--- src/rtl/calc_result_bcd_if.sv ---
// Handshake bundle between the calculator core, the BCD converter and the display formatter.
interface calc_result_bcd_if #(
    parameter int WIDTH  = 16,
    parameter int DIGITS = 5
);
    logic                  in_valid;
    logic                  in_ready;
    logic [WIDTH-1:0]      result;
    logic                  sub_result;
    logic                  div_result;
    logic                  out_valid;
    logic                  out_ready;
    logic [4*DIGITS-1:0]   bcd;
    logic                  neg;
    logic                  err;

    modport master (
        output in_valid, result, sub_result, div_result, out_ready,
        input  in_ready, out_valid, bcd, neg, err
    );

    modport slave (
        input  in_valid, result, sub_result, div_result, out_ready,
        output in_ready, out_valid, bcd, neg, err
    );
endinterface

--- src/rtl/calc_result_bcd.sv ---
// Sequential binary-to-BCD converter (double dabble, one bit per clock) with sign and div-by-zero flags.
// Optional sign resolution for subtraction results is enabled by defining CALC_BCD_SIGN_EN.
module calc_result_bcd #(
    parameter int WIDTH  = 16,
    parameter int DIGITS = 5
) (
    input  logic                 clk,
    input  logic                 rst_n,
    calc_result_bcd_if.slave     bus
);
    localparam int CW = $clog2(WIDTH);
    localparam logic [CW-1:0] LAST = CW'(WIDTH - 1);

    typedef enum logic [1:0] {
        IDLE = 2'd0,
        CONV = 2'd1,
        DONE = 2'd2
    } state_t;

    state_t                state_q, state_d;
    logic [CW-1:0]         cnt_q, cnt_d;
    logic [WIDTH-1:0]      shift_q, shift_d;
    logic [4*DIGITS-1:0]   acc_q, acc_d;
    logic [4*DIGITS-1:0]   bcd_q, bcd_d;
    logic                  neg_q, neg_d;
    logic                  err_q, err_d;

    logic [WIDTH-1:0]      operand;
    logic                  neg_cap;
    logic                  err_cap;
    logic [4*DIGITS-1:0]   adj;
    logic [4*DIGITS-1:0]   acc_shift;

    assign err_cap = bus.div_result & (&bus.result);

`ifdef CALC_BCD_SIGN_EN
    assign neg_cap = bus.sub_result & bus.result[WIDTH-1];
    assign operand = neg_cap ? (~bus.result) + WIDTH'(1) : bus.result;
`else
    // Sign input is intentionally ignored; every result is treated as unsigned.
    assign neg_cap = bus.sub_result & 1'b0;
    assign operand = bus.result;
`endif

    always_comb begin
        adj = acc_q;
        for (int unsigned i = 0; i < DIGITS; i++) begin
            if (acc_q[4*i +: 4] >= 4'd5) begin
                adj[4*i +: 4] = acc_q[4*i +: 4] + 4'd3;
            end
        end
    end

    assign acc_shift = {adj[4*DIGITS-2:0], shift_q[WIDTH-1]};

    always_comb begin
        state_d = state_q;
        cnt_d   = cnt_q;
        shift_d = shift_q;
        acc_d   = acc_q;
        bcd_d   = bcd_q;
        neg_d   = neg_q;
        err_d   = err_q;
        case (state_q)
            IDLE: begin
                if (bus.in_valid) begin
                    shift_d = operand;
                    acc_d   = '0;
                    cnt_d   = '0;
                    neg_d   = neg_cap;
                    err_d   = err_cap;
                    state_d = CONV;
                end
            end
            CONV: begin
                acc_d   = acc_shift;
                shift_d = {shift_q[WIDTH-2:0], 1'b0};
                cnt_d   = cnt_q + CW'(1);
                if (cnt_q == LAST) begin
                    // The visible digits update only on DONE entry, so they never show partial results.
                    bcd_d   = err_q ? '1 : acc_shift;
                    state_d = DONE;
                end
            end
            DONE: begin
                if (bus.out_ready) begin
                    state_d = IDLE;
                end
            end
            default: state_d = IDLE;
        endcase
    end

    always_ff @(posedge clk or negedge rst_n) begin
        if (!rst_n) begin
            state_q <= IDLE;
            cnt_q   <= '0;
            shift_q <= '0;
            acc_q   <= '0;
            bcd_q   <= '0;
            neg_q   <= 1'b0;
            err_q   <= 1'b0;
        end else begin
            state_q <= state_d;
            cnt_q   <= cnt_d;
            shift_q <= shift_d;
            acc_q   <= acc_d;
            bcd_q   <= bcd_d;
            neg_q   <= neg_d;
            err_q   <= err_d;
        end
    end

    assign bus.in_ready  = (state_q == IDLE);
    assign bus.out_valid = (state_q == DONE);
    assign bus.bcd       = bcd_q;
    assign bus.neg       = neg_q;
    assign bus.err       = err_q;
endmodule

--- src/flat_wrapper.sv ---
// flat-port wrapper written by rule: the top's interface ports become plain ports
module calc_result_bcd_flat 
#(
    parameter int WIDTH  = 16,
    parameter int DIGITS = 5
)
  (clk, rst_n, bus_in_valid, bus_result, bus_sub_result, bus_div_result, bus_out_ready, bus_in_ready, bus_out_valid, bus_bcd, bus_neg, bus_err);
  calc_result_bcd_if #(.WIDTH(WIDTH), .DIGITS(DIGITS)) bus_i ();
  input  logic clk;
  input  logic rst_n;
  input wire logic [$bits(bus_i.in_valid)-1:0] bus_in_valid;
  input wire logic [$bits(bus_i.result)-1:0] bus_result;
  input wire logic [$bits(bus_i.sub_result)-1:0] bus_sub_result;
  input wire logic [$bits(bus_i.div_result)-1:0] bus_div_result;
  input wire logic [$bits(bus_i.out_ready)-1:0] bus_out_ready;
  output wire logic [$bits(bus_i.in_ready)-1:0] bus_in_ready;
  output wire logic [$bits(bus_i.out_valid)-1:0] bus_out_valid;
  output wire logic [$bits(bus_i.bcd)-1:0] bus_bcd;
  output wire logic [$bits(bus_i.neg)-1:0] bus_neg;
  output wire logic [$bits(bus_i.err)-1:0] bus_err;
  assign bus_i.in_valid = bus_in_valid;
  assign bus_i.result = bus_result;
  assign bus_i.sub_result = bus_sub_result;
  assign bus_i.div_result = bus_div_result;
  assign bus_i.out_ready = bus_out_ready;
  assign bus_in_ready = bus_i.in_ready;
  assign bus_out_valid = bus_i.out_valid;
  assign bus_bcd = bus_i.bcd;
  assign bus_neg = bus_i.neg;
  assign bus_err = bus_i.err;
  calc_result_bcd #(.WIDTH(WIDTH), .DIGITS(DIGITS)) u_core (.clk(clk), .rst_n(rst_n), .bus(bus_i));
endmodule
--- config.mk ---
export PLATFORM = sky130hd
export DESIGN_NAME = calc_result_bcd_flat
export DESIGN_NICKNAME = d
export VERILOG_FILES = /design/src/rtl/calc_result_bcd_if.sv /design/src/rtl/calc_result_bcd.sv /design/src/flat_wrapper.sv
export SDC_FILE = /design/constraint.sdc
export NUM_CORES = 1
export LEC_CHECK = 0
export ABC_CLOCK_PERIOD_IN_PS = 1800
export BUFFER_PORTS_ARGS = -buffer_cell sky130_fd_sc_hd__buf_2
export CORE_UTILIZATION = 57
export DETAILED_ROUTE_END_ITERATION = 8
export PLACE_DENSITY = 0.85
export SLEW_MARGIN = 15
export SYNTH_ARGS = -nofsm -noshare
export SYNTH_HDL_FRONTEND = slang
export SYNTH_SLANG_ARGS = --single-unit
--- constraint.sdc ---
create_clock -name clk -period 1.8 [get_ports clk]
set_clock_uncertainty 0.1 [all_clocks]
set_input_delay 0.27 -clock clk [delete_from_list [all_inputs] [get_ports clk]]
set_output_delay 0.27 -clock clk [all_outputs]
set_load 0.03 [all_outputs]
---- Yosys cells after proc, flatten, opt, wreduce, memory -nomap -nowiden ----
Cells that the tools add are included.
storage, ports and cells
  word-level logic and storage cells ...... 47
  register bits after elaboration ......... 63
  bits of input ports ..................... 22
operators by class
  $lt $le $gt $ge ......................... 5
  multiplexer cells ....................... 16
  reduce and logical (&&, ||, !) cells .... 7
  equality and inequality tests ........... 6
  add/sub/neg operators ................... 6
  bitwise operators ....................... 1
operator list
  kind                   number
  $mux W20               2
  $pmux W20 S2           1
  $pmux W16 S2           1
  $ge A4 B3 Y1 const B   5
  $mux W4                5
  $add A4 B2 Y4 const B  4
  $mux W16               1
  $reduce_and A16 Y1     1
  $pmux W4 S2            1
  $mux W2                3
  $pmux W2 S3            1
  $reduce_and A2 Y1      3
  $add A4 B1 Y4 const B  1
  $eq A4 B4 Y1 const B   1
  $ne A2 B2 Y1 const B   2
  $add A3 B2 Y3 const B  1
  $mux W3                1
  $reduce_and A3 Y1      1
  $eq A2 B1 Y1 const B   1
  $eq A2 B2 Y1 const B   1
  $logic_not A2 Y1       1
  $ne A2 B1 Y1 const B   1
  $reduce_bool A2 Y1     1
  $and A1 B1 Y1          1

---- Depth between registers and ports, before layout ----
  word-level depth ........................ 3
  depth in mapped cells ................... 6
  mapped depth without buffers ............ 6

---- Worst setup path after synthesis ----
No wires, ideal clock.
  path type ............................... register to register
  start ................................... register u_core.acc_q[12]
  end ..................................... register u_core.acc_q[14]
  setup slack ............................. 0.198 ns
  buffers on the path ..................... 0
  required time ........................... 1.617 ns
  period minus slack after synthesis ...... 1.602 ns
  cell stages (with the launch flop) ...... 6
  arrival time ............................ 1.420 ns
  cell sequence ........................... dfrtp_1 -> ha_1 -> nand2b_1 -> a21oi_1 -> mux2_2 -> o21ai_0
on the way
  cells in the longest elaborated chain, start to end .. 3
  elaborated cells between the ends (all ways) .. 4
ends and longest elaborated chain
  what                                           RTL line                                      text
  start, declared                                calc_result_bcd.sv:23                         logic [4*DIGITS-1:0] acc_q, acc_d;
  start signal, assigned                         calc_result_bcd.sv:99                         acc_q <= '0;
  start signal, assigned                         calc_result_bcd.sv:107                        acc_q <= acc_d;
  $add A4 B2 Y4 or $ge A4 B3 Y1 (tied branches)  calc_result_bcd.sv:49, calc_result_bcd.sv:48
  $mux W4 *                                      calc_result_bcd.sv:48                         if (acc_q[4*i +: 4] >= 4'd5) begin
  $pmux W20 S2 *                                 calc_result_bcd.sv:64                         case (state_q)
Every way passes the cells marked *; elsewhere a longest branch is shown, timed or not.
A chain may end at the register's enable or synchronous reset.

---- Final worst setup path ----
  start ................................... register u_core.state_q[0]
  end ..................................... output bus_out_valid
on the way
  cells in the longest elaborated chain, start to end .. 1
ends and longest elaborated chain
  what                    RTL line                text
  start, declared         calc_result_bcd.sv:20   state_t state_q, state_d;
  start signal, assigned  calc_result_bcd.sv:104  state_q <= state_d;
  $eq A2 B2 Y1            calc_result_bcd.sv:115  assign bus.out_valid = (state_q == DONE);
  end, declared           flat_wrapper.sv:17      output wire logic [$bits(bus_i.out_valid)-1:0] bus_out_valid;
No other way between the ends.

==> results.txt <==
Clock tree buffer depth = 2
GPL Wtd Cong = 0.8910
Setup_tns = 0 ns
Initial Utilization = 60.99%
Number of fill cells in the layout = 389
Seq pwr share = 36.4%
Hold depth = 2
PortBufs = 43
Count of final setup violators = 0
Die height = 76.86 um
FP Rows = 26
Synth Warn # = 0
Req. time, crit path = 1.43 ns
Post-synthesis area per instance = 9.829 um2
Routed len/inst = 15.53 um
First-pass GRT wire length = 11810 um
Critical Path Max Stage Delay = 0.42 ns
Largest net degree at the start of global routing = 64
Cell area after synthesis = 3194 um2
Beginning of the worst hold path = bus_out_ready
Worst r2r path cells = 5
Pre-CTS setup slack = 0.03841 ns
Hold WS = 0.02367 ns
Share of cells above drive strength 1 = 22.81%
Syn Inst Count = 325
P_sw = 3.062 mW
CP Cell Sequence = buf_6 > inv_4 > nand2_1 > inv_1 > buf_2
Initial DRC Count = 206
DR vias/cell = 5.826
CTS Buf Count = 9
Worst Path Arrival = 1.36 ns
H-tree Lvls = 3
Antenna diodes = 0
Clock Power Share = 15.0%
CP Capture Type = output port
CP max FO = 19
Final core utilization = 70.69%
Initial antenna violation count = 0
P_int = 4.083 mW
Final worst setup slack = 0.06909 ns
Status = finished clean
PwrDens = 1930 nW/um2
WL final = 6943 um
R2r setup slk = 0.09 ns
DRC Markers = 0
Seq/Total Area, Yosys = 49.35%
Slowest cell on crit path = dfrtp_1
Final Hold Vio Count = 0
Count of different cell masters after synthesis = 41
Min-delay worst type = primary input to flop
DP HPWL = 4389 um
Critical Path Source Type = flop
WHS Endpoint = u_core.state_q[1]
Reg2reg start = u_core.acc_q[16]
Clk Latency, worst-skew pair = 0.34 ns
Via count = 2604
Clk root buf = clkbuf_8
Max Fclk = 577.7 MHz
Core ar. = 5238 um2
Fin crit period = 1.731 ns
Gr usage total = 25.64%
Drt pass-1 iters = 4
Max Cap Violations = 0
Die W = 76.86 um
GRT overflow = 0
#FFs+latches synth = 63
Die area = 5907 um2
Maximum vdd drop = 0.001123 V
Antenna Violating Nets Remaining = 0
Final-report max-slew violation count = 0
Sw frac = 42.86%
Combinational power share = 48.6%
Vias in the first global route = 2539
Tcrit/Tclk final = 96.16%
Area growth, synth to finish = 15.90%
Crit path kind = flop to output port
CTS tree = built
Largest cells by area after synthesis = dfrtp_1 49%, o21ai_0 6.3%, a21oi_1 5.2%, ha_1 4.3%, a22oi_1 3.3%
R2r endpoint = u_core.acc_q[18]
Share of the synthesized area in the top cell type = 49.35%
Final net count = 407
Syn Nets = 358
Yosys top cell by area = dfrtp_1
Leakage = 1.686 nW
Total clock sinks = 63
Clk slew on worst S/H paths = 0.06 ns
I/O pins = 46
-- cells in the final DEF (no fill, tap or decap), types with 2 or more instances in the layout --
master	netlist	routed
dfrtp_1	63	62
buf_2	6	43
o21ai_0	40	40
a21oi_1	33	28
nor2_1	22	22
nand2_1	21	21
a22oi_1	14	14
inv_1	11	11
nor3_1	11	11
ha_1	11	11
clkbuf_8	0	11
nand2b_1	10	10
nor2b_1	10	10
o21ai_1	9	9
buf_4	5	8
a22o_1	7	7
a21oi_2	0	5
mux2_2	5	5
xnor2_1	5	5
o22a_1	5	5
and2b_1	5	5
nor3b_1	4	4
nand4_1	4	4
buf_12	0	3
clkbuf_1	2	2
-- metal layers --
layer  vias up  part of all wire (%)  GRT usage [%]
met1      1281                    44          33.86
met4         0                   2.1          12.69
met3        15                   4.1          3.690
met2        69                    50          41.34
met5         -                     0              0
li1       1239                     -              -
-- state kept, by name, indices dropped and copies added (netlist names) --
name and count:
u_core.acc_q 20, u_core.bus.bcd 20, u_core.shift_q 16, u_core.cnt_q 4
u_core.state_q 2, u_core.bus.err 1
-- cell families (layout without fill, tap and decap cells) --
group	count (synthesis)	after routing	synth area share, %
and+or+nand+nor	96	96	16.41
adders and majority gates	11	11	4.309
DFF	63	63	49.35
buffers and inverters	30	82	5.327
AOI/OAI and AO/OA	114	114	21.35
muxes	5	5	1.763
other	1	1	0.1174
xor gates and xnor gates	5	5	1.371
-- worst max-delay path by stage --
stage | start | to | cells after the start
floorplan | u_core.acc_q[12] | u_core.acc_q[14] | 5
global placement | u_core.cnt_q[0] | u_core.bus.bcd[3] | 5
detailed placement | u_core.acc_q[8] | u_core.bus.bcd[10] | 6
CTS | u_core.state_q[0] | bus_out_valid | 5
global route | u_core.acc_q[9] | u_core.acc_q[10] | 6
finish | u_core.state_q[0] | bus_out_valid | 5
-- worst max-delay path, delay by kind of cell, from the launching register on --
family        cells  cell delay, ns
flops             1            0.42
buf+inv           4            0.53
simple gates      1            0.07
-- area by class of cell --
cell class              count  area, um2  share of cell area (%)
clock inverters             1      5.005                  0.1352
inverters                  12      47.55                   1.284
repair buffers             56      356.6                   9.632
multi-input cells         232       1469                   39.68
well taps                  70      87.58                   2.366
flip-flops and latches     63       1578                   42.62
clock buffers              13      158.9                   4.292
-- power by group through the flow --
stage               sequential (mW)  clock (mW)  combinational [mW]
floorplan                      2.94           0                2.13
global placement               2.54           0                3.22
detailed placement             2.57           0                3.35
CTS                            2.56        1.08                3.41
global route                   2.68        1.15                3.84
finish                         2.60        1.07                3.47
-- per-stage QoR --
| step | cells | instance area, um2 | power [mW] |
|---|---|---|---|
| 6_report | 447 | 3702 | 7.145 |
| 5_1_grt | 447 | 3702 | 7.677 |
| 4_1_cts | 445 | 3665 | 7.046 |
| 3_5_place_dp | 430 | 3485 | 5.925 |
| 3_3_place_gp | 430 | 3485 | 5.760 |
| 2_1_floorplan | 325 | 3194 | 5.069 |
-- cell usage after synthesis (all sizes together) --
cell type / instances
a21boi: 1
a21oi: 33
a22o: 7
a22oi: 14
a31oi: 1
a32o: 1
a41o: 1
a41oi: 1
and2: 1
and2b: 5
buf: 15
clkbuf: 3
conb: 1
dfrtp: 63
ha: 11
inv: 12
mux2: 5
nand2: 21
nand2b: 11
nand3: 2
nand4: 4
nor2: 24
nor2b: 10
nor3: 11
nor3b: 4
nor4: 1
o21ai: 49
o21bai: 1
o22a: 5
or2: 1
or3: 1
xnor2: 5
-- what timing repair did --
item | CTS | global route
setup buffers | 0 | 2
gates resized for setup | 2 | 7
cloned | 0 | 0
endpoints found under the hold margin | 63 | 0
setup endpoints to repair | 3 | 14
pin swaps | 0 | 3
hold buffers | 1 | 0
No activity file was read; power rests on OpenSTA's default activity.
